--- config.mk ---
export PLATFORM = sky130hd
export DESIGN_NAME = fetch_redirect
export DESIGN_NICKNAME = d
export VERILOG_FILES = /design/src/rtl/fetch_redirect_pkg.sv /design/src/rtl/ifid_reg.sv /design/src/rtl/fetch_redirect.sv
export SDC_FILE = /design/constraint.sdc
export NUM_CORES = 1
export LEC_CHECK = 0
export ABC_CLOCK_PERIOD_IN_PS = 2410
export CORE_MARGIN = 2
export CORE_UTILIZATION = 31
export CTS_CLUSTER_DIAMETER = 60
export CTS_CLUSTER_SIZE = 20
export DETAILED_ROUTE_END_ITERATION = 10
export DONT_BUFFER_PORTS = 1
export PLACE_DENSITY_LB_ADDON = 0.25
export SYNTH_ARGS = -nofsm -noshare
export SYNTH_HDL_FRONTEND = slang
export SYNTH_HIERARCHICAL = 1
export SYNTH_SLANG_ARGS = --single-unit
--- constraint.sdc ---
create_clock -name clk -period 2.41 [get_ports clk]
set_input_delay 0.241 -clock clk [delete_from_list [all_inputs] [get_ports clk]]
set_output_delay 0.241 -clock clk [all_outputs]
set_load 0.005 [all_outputs]
--- src/rtl/fetch_redirect_pkg.sv ---
// Shared definitions for the fetch stage: FSM encoding, pipeline constants
// and the IF/ID bundle layout.
package fetch_redirect_pkg;

   localparam logic [15:0] IFID_NOP_INSTR = 16'h0800;
   localparam logic [15:0] FETCH_PC_INC   = 16'h0002;

   typedef enum logic [2:0] {
      FETCH_REQ    = 3'd0,
      FETCH_WAIT   = 3'd1,
      FETCH_DRAIN  = 3'd2,
      FETCH_HOLD   = 3'd3,
      FETCH_HALTED = 3'd4
   } fetch_state_e;

   typedef struct packed {
      logic [15:0] instr;
      logic [15:0] pc;
      logic        valid;
   } ifid_t;

endpackage

--- src/rtl/ifid_reg.sv ---
// IF/ID pipeline register: flush beats load, load beats hold, otherwise a
// bubble is inserted. Asynchronous clear on rst.
module ifid_reg
   import fetch_redirect_pkg::*;
#(
   parameter logic [15:0] NOP_INSTR = IFID_NOP_INSTR
) (
   input  logic        clk,
   input  logic        rst,
   input  logic        flush,
   input  logic        load,
   input  logic        hold,
   input  logic [15:0] load_instr,
   input  logic [15:0] load_pc,
   output logic [15:0] instr,
   output logic [15:0] pc,
   output logic        valid
);

   ifid_t ifid_r;
   ifid_t ifid_nxt_s;

   // next IF/ID contents
   always_comb begin
      ifid_nxt_s = ifid_r;
      if (flush) begin
         ifid_nxt_s.instr = NOP_INSTR;
         ifid_nxt_s.valid = 1'b0;
      end else if (load) begin
         ifid_nxt_s.instr = load_instr;
         ifid_nxt_s.pc    = load_pc;
         ifid_nxt_s.valid = 1'b1;
      end else if (hold) begin
         ifid_nxt_s = ifid_r;
      end else begin
         ifid_nxt_s.instr = NOP_INSTR;
         ifid_nxt_s.valid = 1'b0;
      end
   end

   // IF/ID state register
   always_ff @(posedge clk or posedge rst) begin
      if (rst) begin
         ifid_r.instr <= NOP_INSTR;
         ifid_r.pc    <= 16'h0000;
         ifid_r.valid <= 1'b0;
      end else begin
         ifid_r <= ifid_nxt_s;
      end
   end

   assign instr = ifid_r.instr;
   assign pc    = ifid_r.pc;
   assign valid = ifid_r.valid;

endmodule

--- src/rtl/fetch_redirect.sv ---
// Fetch stage: PC register, Rd/Done instruction-memory handshake, redirect
// squashing, stall holding and HALT shutdown.
module fetch_redirect
   import fetch_redirect_pkg::*;
#(
   parameter logic [15:0] RESET_PC  = 16'h0000,
   parameter logic [15:0] NOP_INSTR = IFID_NOP_INSTR,
   parameter logic [15:0] PC_INC    = FETCH_PC_INC
) (
   input  logic        clk,
   input  logic        rst,
   input  logic        Redirect,
   input  logic [15:0] PC_Redirect,
   input  logic        Stall,
   input  logic        Halt_D,
   output logic        IMem_Rd,
   output logic [15:0] IMem_Addr,
   input  logic        IMem_Done,
   input  logic [15:0] IMem_Data,
   output logic [15:0] Instr_ff,
   output logic [15:0] PC_ff,
   output logic        Valid_ff,
   output logic        Halted
);

   fetch_state_e state_r, state_nxt_s;
   logic [15:0]  pc_r, pc_nxt_s, pc_inc_s;
   logic [15:0]  hold_instr_r, hold_pc_r;
   logic         hold_load_s, ifid_load_s;
   logic         halt_pend_r, halt_pend_nxt_s, halt_s;
   logic         halted_r;
   logic [15:0]  load_instr_s, load_pc_s;

   assign pc_inc_s  = pc_r + PC_INC;
   assign halt_s    = halt_pend_r | Halt_D;
   assign IMem_Rd   = (state_r == FETCH_REQ) & ~Redirect & ~halt_pend_r & ~rst;
   assign IMem_Addr = pc_r;
   assign Halted    = halted_r;

   // delivery comes straight from memory in WAIT, from the hold buffer in HOLD
   assign load_instr_s = (state_r == FETCH_HOLD) ? hold_instr_r : IMem_Data;
   assign load_pc_s    = (state_r == FETCH_HOLD) ? hold_pc_r    : pc_inc_s;

   // next-state, PC and IF/ID control
   always_comb begin
      state_nxt_s = state_r;
      ifid_load_s = 1'b0;
      hold_load_s = 1'b0;
      if (Redirect) begin
         pc_nxt_s        = PC_Redirect;
         halt_pend_nxt_s = 1'b0;
      end else begin
         pc_nxt_s        = pc_r;
         halt_pend_nxt_s = halt_s;
      end
      case (state_r)
         FETCH_REQ: begin
            if (Redirect)         state_nxt_s = FETCH_REQ;
            else if (halt_pend_r) state_nxt_s = FETCH_HALTED;
            else                  state_nxt_s = FETCH_WAIT;
         end
         FETCH_WAIT: begin
            if (Redirect) begin
               state_nxt_s = IMem_Done ? FETCH_REQ : FETCH_DRAIN;
            end else if (IMem_Done) begin
               if (Stall) begin
                  hold_load_s = 1'b1;
                  pc_nxt_s    = pc_inc_s;
                  state_nxt_s = FETCH_HOLD;
               end else if (halt_s) begin
                  state_nxt_s = FETCH_HALTED;
               end else begin
                  ifid_load_s = 1'b1;
                  pc_nxt_s    = pc_inc_s;
                  state_nxt_s = FETCH_REQ;
               end
            end else begin
               state_nxt_s = FETCH_WAIT;
            end
         end
         FETCH_DRAIN: begin
            if (IMem_Done) state_nxt_s = (halt_s & ~Redirect) ? FETCH_HALTED : FETCH_REQ;
            else           state_nxt_s = FETCH_DRAIN;
         end
         FETCH_HOLD: begin
            if (Redirect) begin
               state_nxt_s = FETCH_REQ;
            end else if (Stall) begin
               state_nxt_s = FETCH_HOLD;
            end else if (halt_s) begin
               state_nxt_s = FETCH_HALTED;
            end else begin
               ifid_load_s = 1'b1;
               state_nxt_s = FETCH_REQ;
            end
         end
         FETCH_HALTED: begin
            if (Redirect) state_nxt_s = FETCH_REQ;
            else          state_nxt_s = FETCH_HALTED;
         end
         default: state_nxt_s = FETCH_REQ;
      endcase
   end

   // FSM, PC, halt and hold-buffer registers
   always_ff @(posedge clk or posedge rst) begin
      if (rst) begin
         state_r      <= FETCH_REQ;
         pc_r         <= RESET_PC;
         halt_pend_r  <= 1'b0;
         halted_r     <= 1'b0;
         hold_instr_r <= 16'h0000;
         hold_pc_r    <= 16'h0000;
      end else begin
         state_r     <= state_nxt_s;
         pc_r        <= pc_nxt_s;
         halt_pend_r <= halt_pend_nxt_s;
         halted_r    <= (state_nxt_s == FETCH_HALTED);
         if (hold_load_s) begin
            hold_instr_r <= IMem_Data;
            hold_pc_r    <= pc_inc_s;
         end else begin
            hold_instr_r <= hold_instr_r;
            hold_pc_r    <= hold_pc_r;
         end
      end
   end

   ifid_reg #(
      .NOP_INSTR (NOP_INSTR)
   ) u_ifid_reg (
      .clk        (clk),
      .rst        (rst),
      .flush      (Redirect),
      .load       (ifid_load_s),
      .hold       (Stall),
      .load_instr (load_instr_s),
      .load_pc    (load_pc_s),
      .instr      (Instr_ff),
      .pc         (PC_ff),
      .valid      (Valid_ff)
   );

endmodule

## Word-level counts from Yosys, hierarchy flattened

Index checks and enable logic that the tools add are counted.

- Input bits: 38
- Memories: 0
- Latch bits: 0
- Logic and storage cells: 62
- Output and inout bits: 51
- Memory bits (writable): 0
- Memory bits (read-only): 0
- Bits in registers: 86

- Equal/unequal tests: 6
- $lt $le $gt $ge: 0
- Divide/modulo/power cells: 0
- Multipliers: 0
- Bitwise gates (word level): 8
- Shift operators: 0
- Reductions and logical operators: 2
- Add/subtract/negate cells: 1
- Multiplexer cells: 36

Operators by type and width:

| cell | count |
|---|---|
| $mux 16 | 10 |
| $mux 33 | 1 |
| $mux 3 | 10 |
| $add 16x2->16 const B | 1 |
| $pmux 3 s5 | 1 |
| $mux 1 | 12 |
| $eq 3x2->1 const B | 2 |
| $eq 3x3->1 const B | 2 |
| $and 1x1->1 | 4 |
| $eq 3x1->1 const B | 1 |
| $logic_not 3->1 | 1 |
| $ne 3x2->1 const B | 1 |
| $not 1->1 | 3 |
| $mux 2 | 1 |
| $pmux 1 s2 | 1 |
| $reduce_and 2->1 | 1 |
| $or 1x1->1 | 1 |

## Depth between registers and ports, before layout

Gate-level depths: netlist of the first run.

- Word-level depth: 8
- Depth in mapped cells: 9

## Hierarchy

Netlist of the first run, hierarchy kept.

By module, submodules not included:

| module | times used | cells each | area each (um2) | seq. area each (um2) |
|---|---|---|---|---|
| fetch_redirect | 1 | 303 | 2946.6 | 1326.3 |
| ifid_reg | 1 | 86 | 1323.8 | 827.0 |

## Worst setup path before layout of the first run

No wires, ideal clock.

- Path type: reg-to-reg
- From: reg state_r[0]
- To: reg, netlist name u_ifid_reg/pc[10]
- Stages on the path, launching flop included: 8
- Slack: 519 ps
- Arrival: 1766 ps
- Buffers on the path: 4
- Setup time: 125 ps
- Clock period less this slack: 1891 ps
- Path through: dfrtp_1 > clkbuf_1 > nand3b_1 > buf_2 > clkbuf_1 > clkbuf_1 > a21oi_1 > mux2_4

- Elaborated cells between the ends (all ways): 5

RTL lines:

| element | RTL line | text |
|---|---|---|
| start, declared | fetch_redirect.sv:26 | `fetch_state_e state_r, state_nxt_s;` |
| start signal, assigned | fetch_redirect.sv:115 | `state_r <= state_nxt_s;` |
| $eq 3x2->1 | fetch_redirect.sv:42 | `assign load_pc_s = (state_r == FETCH_HOLD) ? hold_pc_r : pc_inc_s;` |
| $mux 16 | fetch_redirect.sv:42 |  |
| named net load_pc_s[10] | fetch_redirect.sv:32 | `logic [15:0] load_instr_s, load_pc_s;` |

The timed path passes the listed nets, and every way through them passes these cells.
A chain may end at the register's enable or synchronous reset.

## Worst setup path after layout of the first run

- From: reg pc_r[2], in the netlist IMem_Addr[2]
- To: reg, netlist name u_ifid_reg/pc[15]

- Word-level cells in the longest chain between the ends: 2

Ends and longest elaborated chain:

| element | RTL line | text |
|---|---|---|
| start, declared | fetch_redirect.sv:27 | `logic [15:0] pc_r, pc_nxt_s, pc_inc_s;` |
| start signal, assigned | fetch_redirect.sv:116 | `pc_r <= pc_nxt_s;` |
| $add 16x2->16 | fetch_redirect.sv:34 | `assign pc_inc_s = pc_r + PC_INC;` |
| $mux 16 | fetch_redirect.sv:42 |  |
| named net load_pc_s[15] | fetch_redirect.sv:32 |  |

The timed path passes the listed nets, and every way through them passes these cells.

==> flow_summary_export.csv, run 1 <==
group,metric,value,unit
status,status,"complete, no violations",
pwr,seq_power_share,49.8,%
floorplan,die_w,121.4,um
detailed_routing,dr.pass1.iters,4,
critical_path,endpoint_kind,"register",
floorplan,fp.coreArea,13350,um^2
synthesis,ys_ff_latch,86,
place,dp_cells,555,
pwr,p_clk_share,34.5,%
critical_path,cp.arrival,2350,ps
global_routing,grt_use_total,15.08,%
global_routing,antenna_found_initial,0,
layout,drive_above_1_share,23.93,%
clock_network,ctsResizeCount,0,
run,maxCapViolations,0,
layout,nFillCells,1376,
layout,syn2layout_area_growth,12.51,%
detailed_routing,wire_per_inst,18.31,um
global_routing,grt_pass1_vias,3006,
synthesis,synth_fp_nets,428,
critical_path,start_kind,"register",
place,place.gp.congestion,0.8533,
floorplan,die-height,121.4,um
global_routing,gr-usage-met1,18.98,%
detailed_routing,vias_per_cell,5.169,
floorplan,start_util,31.99,%
critical_path,critPathRequiredTime,2640,ps
critical_path,setup.worst_path.class,"register to register",
sta,fin_crit,2115,ps
place,io_buffers,0,
detailed_routing,num_vias,2962,
detailed_routing,drt_iter0_markers,121,
global_routing,grt_pass1_wl,16880,um
clock_network,cts_made_buffers,9,
sta,skew,7.638,ps
layout,diodes,0,
synthesis,ys_async_sr_fraction,100.0,%
clock_network,clock_latency,340,ps
place,hpwl,7345,um
pwr,p_leak,2.068,nW
pwr,power_density,838.6,nW/um^2
detailed_routing,drtAntennaViolNets,0,
pwr,p_switching,1.115,mW
clock_network,cts_buffer_depth,2,
hold_path,hold_class,"input pin to register",
sta,tightestPinTransition,685.2,ps
sta,tns,0,ps
floorplan,die_area,14730,um^2
sta,finalMaxSlewViolations,0,
layout,finalNonFillerCells,573,
sta,fmax,472.7,MHz
sta,rsz0062_at_grt,"false",
global_routing,grtUsageMet2,24.44,%
floorplan,io_pins,89,
pwr,p_comb_share,15.7,%
clock_network,cts_hold_buf,2,
critical_path,r2r_slack,290,ps
synthesis,syn_area_per_cell,10.98,um^2
clock_network,cts_tree,"yes",
layout,layout.nets,431,
sta,period_share,87.77,%
global_routing,grt-ovfl-total,0,
clock_network,cts-root-buf,"clkbuf_16",
global_routing,grt_max_degree,48,
pwr,intPower,2.914,mW
sta,hold_viol_final,0,
detailed_routing,drc,0,
synthesis,synth.cell_area,4270,um^2
synthesis,synth_warnings,6,
synthesis,synth-edff-count,0,
synthesis,synth_cells,389,
sta,max_slew_margin,54.27,%
clock_network,post_cts_buffers,0,
synthesis,synth.distinct_cells,53,
global_routing,grt-busiest-layer,"met2",
critical_path,cp_max_fo,5,
synthesis,synth_seq_area_share,50.42,%
pwr,peakVddDrop,0.3254,mV
pwr,switching_share,27.67,%
clock_network,cts_max_level,3,
global_routing,use_met3,4.088,%
sta,setup_viol_count_final,0,
synthesis,synth_ff_type,"dfrtp_1",
clock_network,cts.sinks,86,
clock_network,path_clk_slew,70,ps
floorplan,num_rows,42,
detailed_routing,totalWireLength,10490,um
[sequential cells by signal, summed over array words and instances, names as in the netlist]
name,count
state_r,3
u_ifid_reg/valid,1
u_ifid_reg/instr,16
halt_pend_r,1
hold_pc_r,16
u_ifid_reg/pc,16
Halted,1
hold_instr_r,16
IMem_Addr,16
[through the flow]
step / hold slack, ps / area, um^2 / total power [mW] / util [%] / setup slack (ps)
2_1_floorplan: 360.9 / 4270 / 2.477 / - / 518.6
3_3_place_gp: 219.8 / 4493 / 2.635 / 33.66 / 384.2
3_5_place_dp: 218.4 / 4493 / 2.675 / 33.66 / 314.0
4_1_cts: 0.5820 / 4805 / 4.080 / 36.00 / 305.1
5_1_grt: 2.896 / 4805 / 4.269 / 36.00 / 85.05
6_report: 13.90 / 4805 / 4.029 / 36.00 / 294.7
[cells in the final DEF (no fill, tap or decap), types with 3 or more instances in the layout]
cell type / instances
clkbuf_16: 9
a32o_1: 12
nand3_1: 9
nand3b_1: 7
nor4_1: 3
nand2_1: 30
nor3_1: 9
buf_4: 12
inv_1: 10
nor2_1: 30
mux2_4: 8
mux2_2: 45
xor2_1: 7
nor3b_1: 4
buf_12: 3
clkinv_2: 3
dfrtp_1: 85
or3_1: 3
o21ai_0: 28
nand4_1: 3
a21oi_1: 19
a31oi_1: 7
xnor2_1: 11
[cell families (layout without fill, tap and decap cells)]
| family | after synthesis | count (layout) | synth area share [%] |
|---|---|---|---|
| and+or+nand+nor | 116 | 116 | 14.39 |
| muxes | 54 | 54 | 14.91 |
| adders and majority gates | 1 | 1 | 0.2930 |
| DFF | 86 | 86 | 50.42 |
| AOI/OAI and AO/OA | 78 | 78 | 11.75 |
| xor gates and xnor gates | 18 | 18 | 3.692 |
| buffers and inverters | 36 | 44 | 4.541 |
[power by group through the flow]
stage | combinational [mW] | clock [mW] | sequential (mW)
after floorplan | 0.521 | 0 | 1.96
after global placement | 0.614 | 0 | 2.02
after detailed placement | 0.635 | 0 | 2.04
after CTS | 0.641 | 1.43 | 2.01
after global routing | 0.718 | 1.49 | 2.06
final | 0.632 | 1.39 | 2.01
[area by class of cell]
cell class / count / area (um^2) / share of cell area (%)
tap: 176 / 220.2 / 4.583
clock buffer: 10 / 229.0 / 4.766
multi-input combinational: 267 / 1928 / 40.13
timing repair buffer: 17 / 170.2 / 3.542
sequential: 86 / 2153 / 44.82
inverter: 11 / 41.29 / 0.8594
clock inverter: 6 / 62.56 / 1.302
[routing by layer]
layer  routed length [um]  share of wire [%]
met5                    0                  0
met4                  192                1.8
met3                  558                5.3
met2                 5125                 49
met1                 4613                 44
[synthesized netlist by cell type (8+ instances only)]
master    number  share of area, %
dfrtp_1       85                50
mux2_2        45                12
nand2_1       30               2.6
nor2_1        30               2.6
o21ai_0       28               3.3
a21oi_1       19               2.2
a32o_1        12               2.8
clkbuf_1      12               1.1
inv_1         11              0.97
xnor2_1       11               2.3
nand3_1       10               1.2
nor3_1         9               1.1
mux2_4         8               2.8
[worst max-delay path, cell delays in order (launching register included)]
cell and delay [ps]:
dfrtp_1 450, ha_1 270, nand3_1 210, nor4_1 550
nand3b_1 170, o211ai_1 90, mux2_2 260
[worst paths after layout]
kind	from	to	depth (start not counted)
min in group asynchronous	rst	Halted	2
min	Redirect	IMem_Addr[3]	1
min reg2reg	hold_pc_r[14]	hold_pc_r[14]	2
max	IMem_Addr[2]	u_ifid_reg/pc[15]	6
max reg2reg	IMem_Addr[2]	u_ifid_reg/pc[15]	6
max in group asynchronous	rst	u_ifid_reg/instr[11]	3
Power figures use the tool's default switching activity.
==> inputs of run 2 (changes only) <==
- MAX_ROUTING_LAYER: not set -> met4
==> run 2 against run 1 <==
Effect of this change: final cell count unchanged; sequential power about the same; highest routed layer unchanged; cell area unchanged; fmax up 0.96%.
==> flow_summary_export.csv, run 2 (same netlist as run 1, synthesis figures left out) <==
group,metric,value,unit
floorplan,start_util,31.99,%
pwr,finalPower,4.025,mW
detailed_routing,vias_per_cell,5.176,
clock_network,cts_made_buffers,9,
run,maxCapViolations,0,
critical_path,slowest_stage,"nor4_1",
layout,layout.nets,431,
global_routing,grt_pass1_wl,16910,um
sta,rsz0062_at_grt,"false",
detailed_routing,dr.pass1.iters,4,
critical_path,start_kind,"register",
global_routing,grt-ovfl-total,0,
layout,syn2layout_area_growth,12.51,%
floorplan,num_rows,42,
place,place_area,4493,um^2
detailed_routing,totalWireLength,10450,um
layout,mostFrequentLayoutCells,"dfrtp_1 (85), mux2_2 (45), nand2_1 (30), nor2_1 (30), o21ai_0 (28)",
sta,finalMaxSlewViolations,0,
sta,hold_viol_final,0,
global_routing,antenna_found_initial,0,
status,status,"complete, no violations",
sta,finalWorstSetupSlack,314.8,ps
global_routing,grt_max_degree,48,
clock_network,clock_latency,340,ps
pwr,p_clk_share,34.5,%
critical_path,endpoint_kind,"register",
pwr,p_comb_share,15.7,%
detailed_routing,wire_per_inst,18.23,um
global_routing,grt_pass1_vias,3011,
place,io_buffers,0,
place,place.gp.congestion,0.8668,
place,hpwl,7345,um
critical_path,cp.arrival,2320,ps
sta,setup_viol_count_final,0,
critical_path,worstPathCellList,"ha_1 > nand3_1 > nor4_1 > nand3b_1 > o211ai_1 > mux2_2",
critical_path,setup.worst_path.class,"register to register",
layout,fin_area,4805,um^2
pwr,seq_power_share,49.8,%
clock_network,cts_buffer_depth,2,
floorplan,fp.coreArea,13350,um^2
global_routing,grt_use_total,15.50,%
layout,drive_above_1_share,23.93,%
sta,tns,0,ps
critical_path,crit_path_max_incr_delay,540,ps
clock_network,cts-root-buf,"clkbuf_16",
floorplan,die_w,121.4,um
detailed_routing,drt_iter0_markers,107,
pwr,intPower,2.914,mW
clock_network,cts_tree,"yes",
critical_path,critPathRequiredTime,2640,ps
sta,fmax,477.3,MHz
sta,max_slew_margin,54.58,%
pwr,switching_share,27.60,%
layout,final_common_cell,"dfrtp_1",
layout,diodes,0,
clock_network,cts_max_level,3,
floorplan,die-height,121.4,um
hold_path,hold_class,"input pin to register",
clock_network,cts.sinks,86,
sta,period_share,86.94,%
critical_path,cp_max_fo,5,
sta,tightestPinTransition,680.5,ps
clock_network,path_clk_slew,70,ps
floorplan,io_pins,89,
pwr,peakVddDrop,0.3230,mV
detailed_routing,drc,0,
floorplan,die_area,14730,um^2
sta,skew,7.206,ps
layout,utilization,36.00,%
sta,fin_crit,2095,ps
pwr,power_density,837.8,nW/um^2
pwr,p_leak,2.068,nW
detailed_routing,drtAntennaViolNets,0,
detailed_routing,num_vias,2966,
place,dp_slack,314.0,ps
pwr,p_switching,1.111,mW
critical_path,r2r_slack,310,ps
[run 2: cell counts in the layout (fill, tap and decap cells not counted)]
Identical to the previous run, type by type.
[run 2: timing repair]
action,in CTS,in global routing
setup endpoints to repair,0,0
gates resized for setup,0,0
hold buffers,2,0
buffers inserted,0,0
endpoints found under the hold margin,50,0
[run 2: worst paths after layout]
path	end	cells after the start	startpoint
setup / recovery	u_ifid_reg/pc[15]	6	IMem_Addr[2]
max in group asynchronous	u_ifid_reg/instr[11]	3	rst
min in group asynchronous	Halted	2	rst
hold reg to reg	hold_pc_r[13]	2	hold_pc_r[13]
setup reg to reg	u_ifid_reg/pc[15]	6	IMem_Addr[2]
hold / removal	IMem_Addr[3]	1	Redirect
[run 2: power groups by stage]
stage / Clock [mW] / Sequential [mW] / Combinational, mW
finish: 1.39 / 2.01 / 0.633
global route: 1.49 / 2.06 / 0.718
CTS: 1.43 / 2.01 / 0.641
detailed placement: 0 / 2.04 / 0.635
global placement: 0 / 2.02 / 0.614
floorplan: 0 / 1.96 / 0.521
[run 2: metrics by stage]
stage	hold WS, ps	instances
finish	17.66	573
detailed placement	218.4	555
floorplan	360.9	389
global placement	219.8	555
CTS	0.5820	573
global route	2.891	573
[run 2: cell type report]
class / count / area (um^2)
multi-input combinational: 267 / 1928
clock buffer: 10 / 229.0
fill: 1376 / 8543
tap: 176 / 220.2
sequential: 86 / 2153
timing repair buffer: 17 / 170.2
inverter: 11 / 41.29
clock inverter: 6 / 62.56
[run 2: metal layers]
layer | vias up | wire [um] | share of wire (%) | track usage, %
li1 | 1399 | - | - | -
met1 | 1485 | 4612 | 44 | 19.16
met2 | 69 | 5112 | 49 | 24.37
met3 | 13 | 531 | 5.1 | 3.900
met4 | 0 | 191 | 1.8 | 6.250
met5 | - | 0 | 0 | -
[run 2: worst max-delay path, delay by kind of cell (launching register included)]
kind / cells / cell delay (ps)
muxes: 1 / 260
and+or+nand+nor: 3 / 910
AOI/OAI and AO/OA: 1 / 90
adders and majority gates: 1 / 270
DFF: 1 / 450
==> inputs of run 3 (changes only) <==
- CTS_CLUSTER_DIAMETER: 60 -> 30
==> results of run 3 <==
Final layout, timing and power as in run 2 (identical DEF).
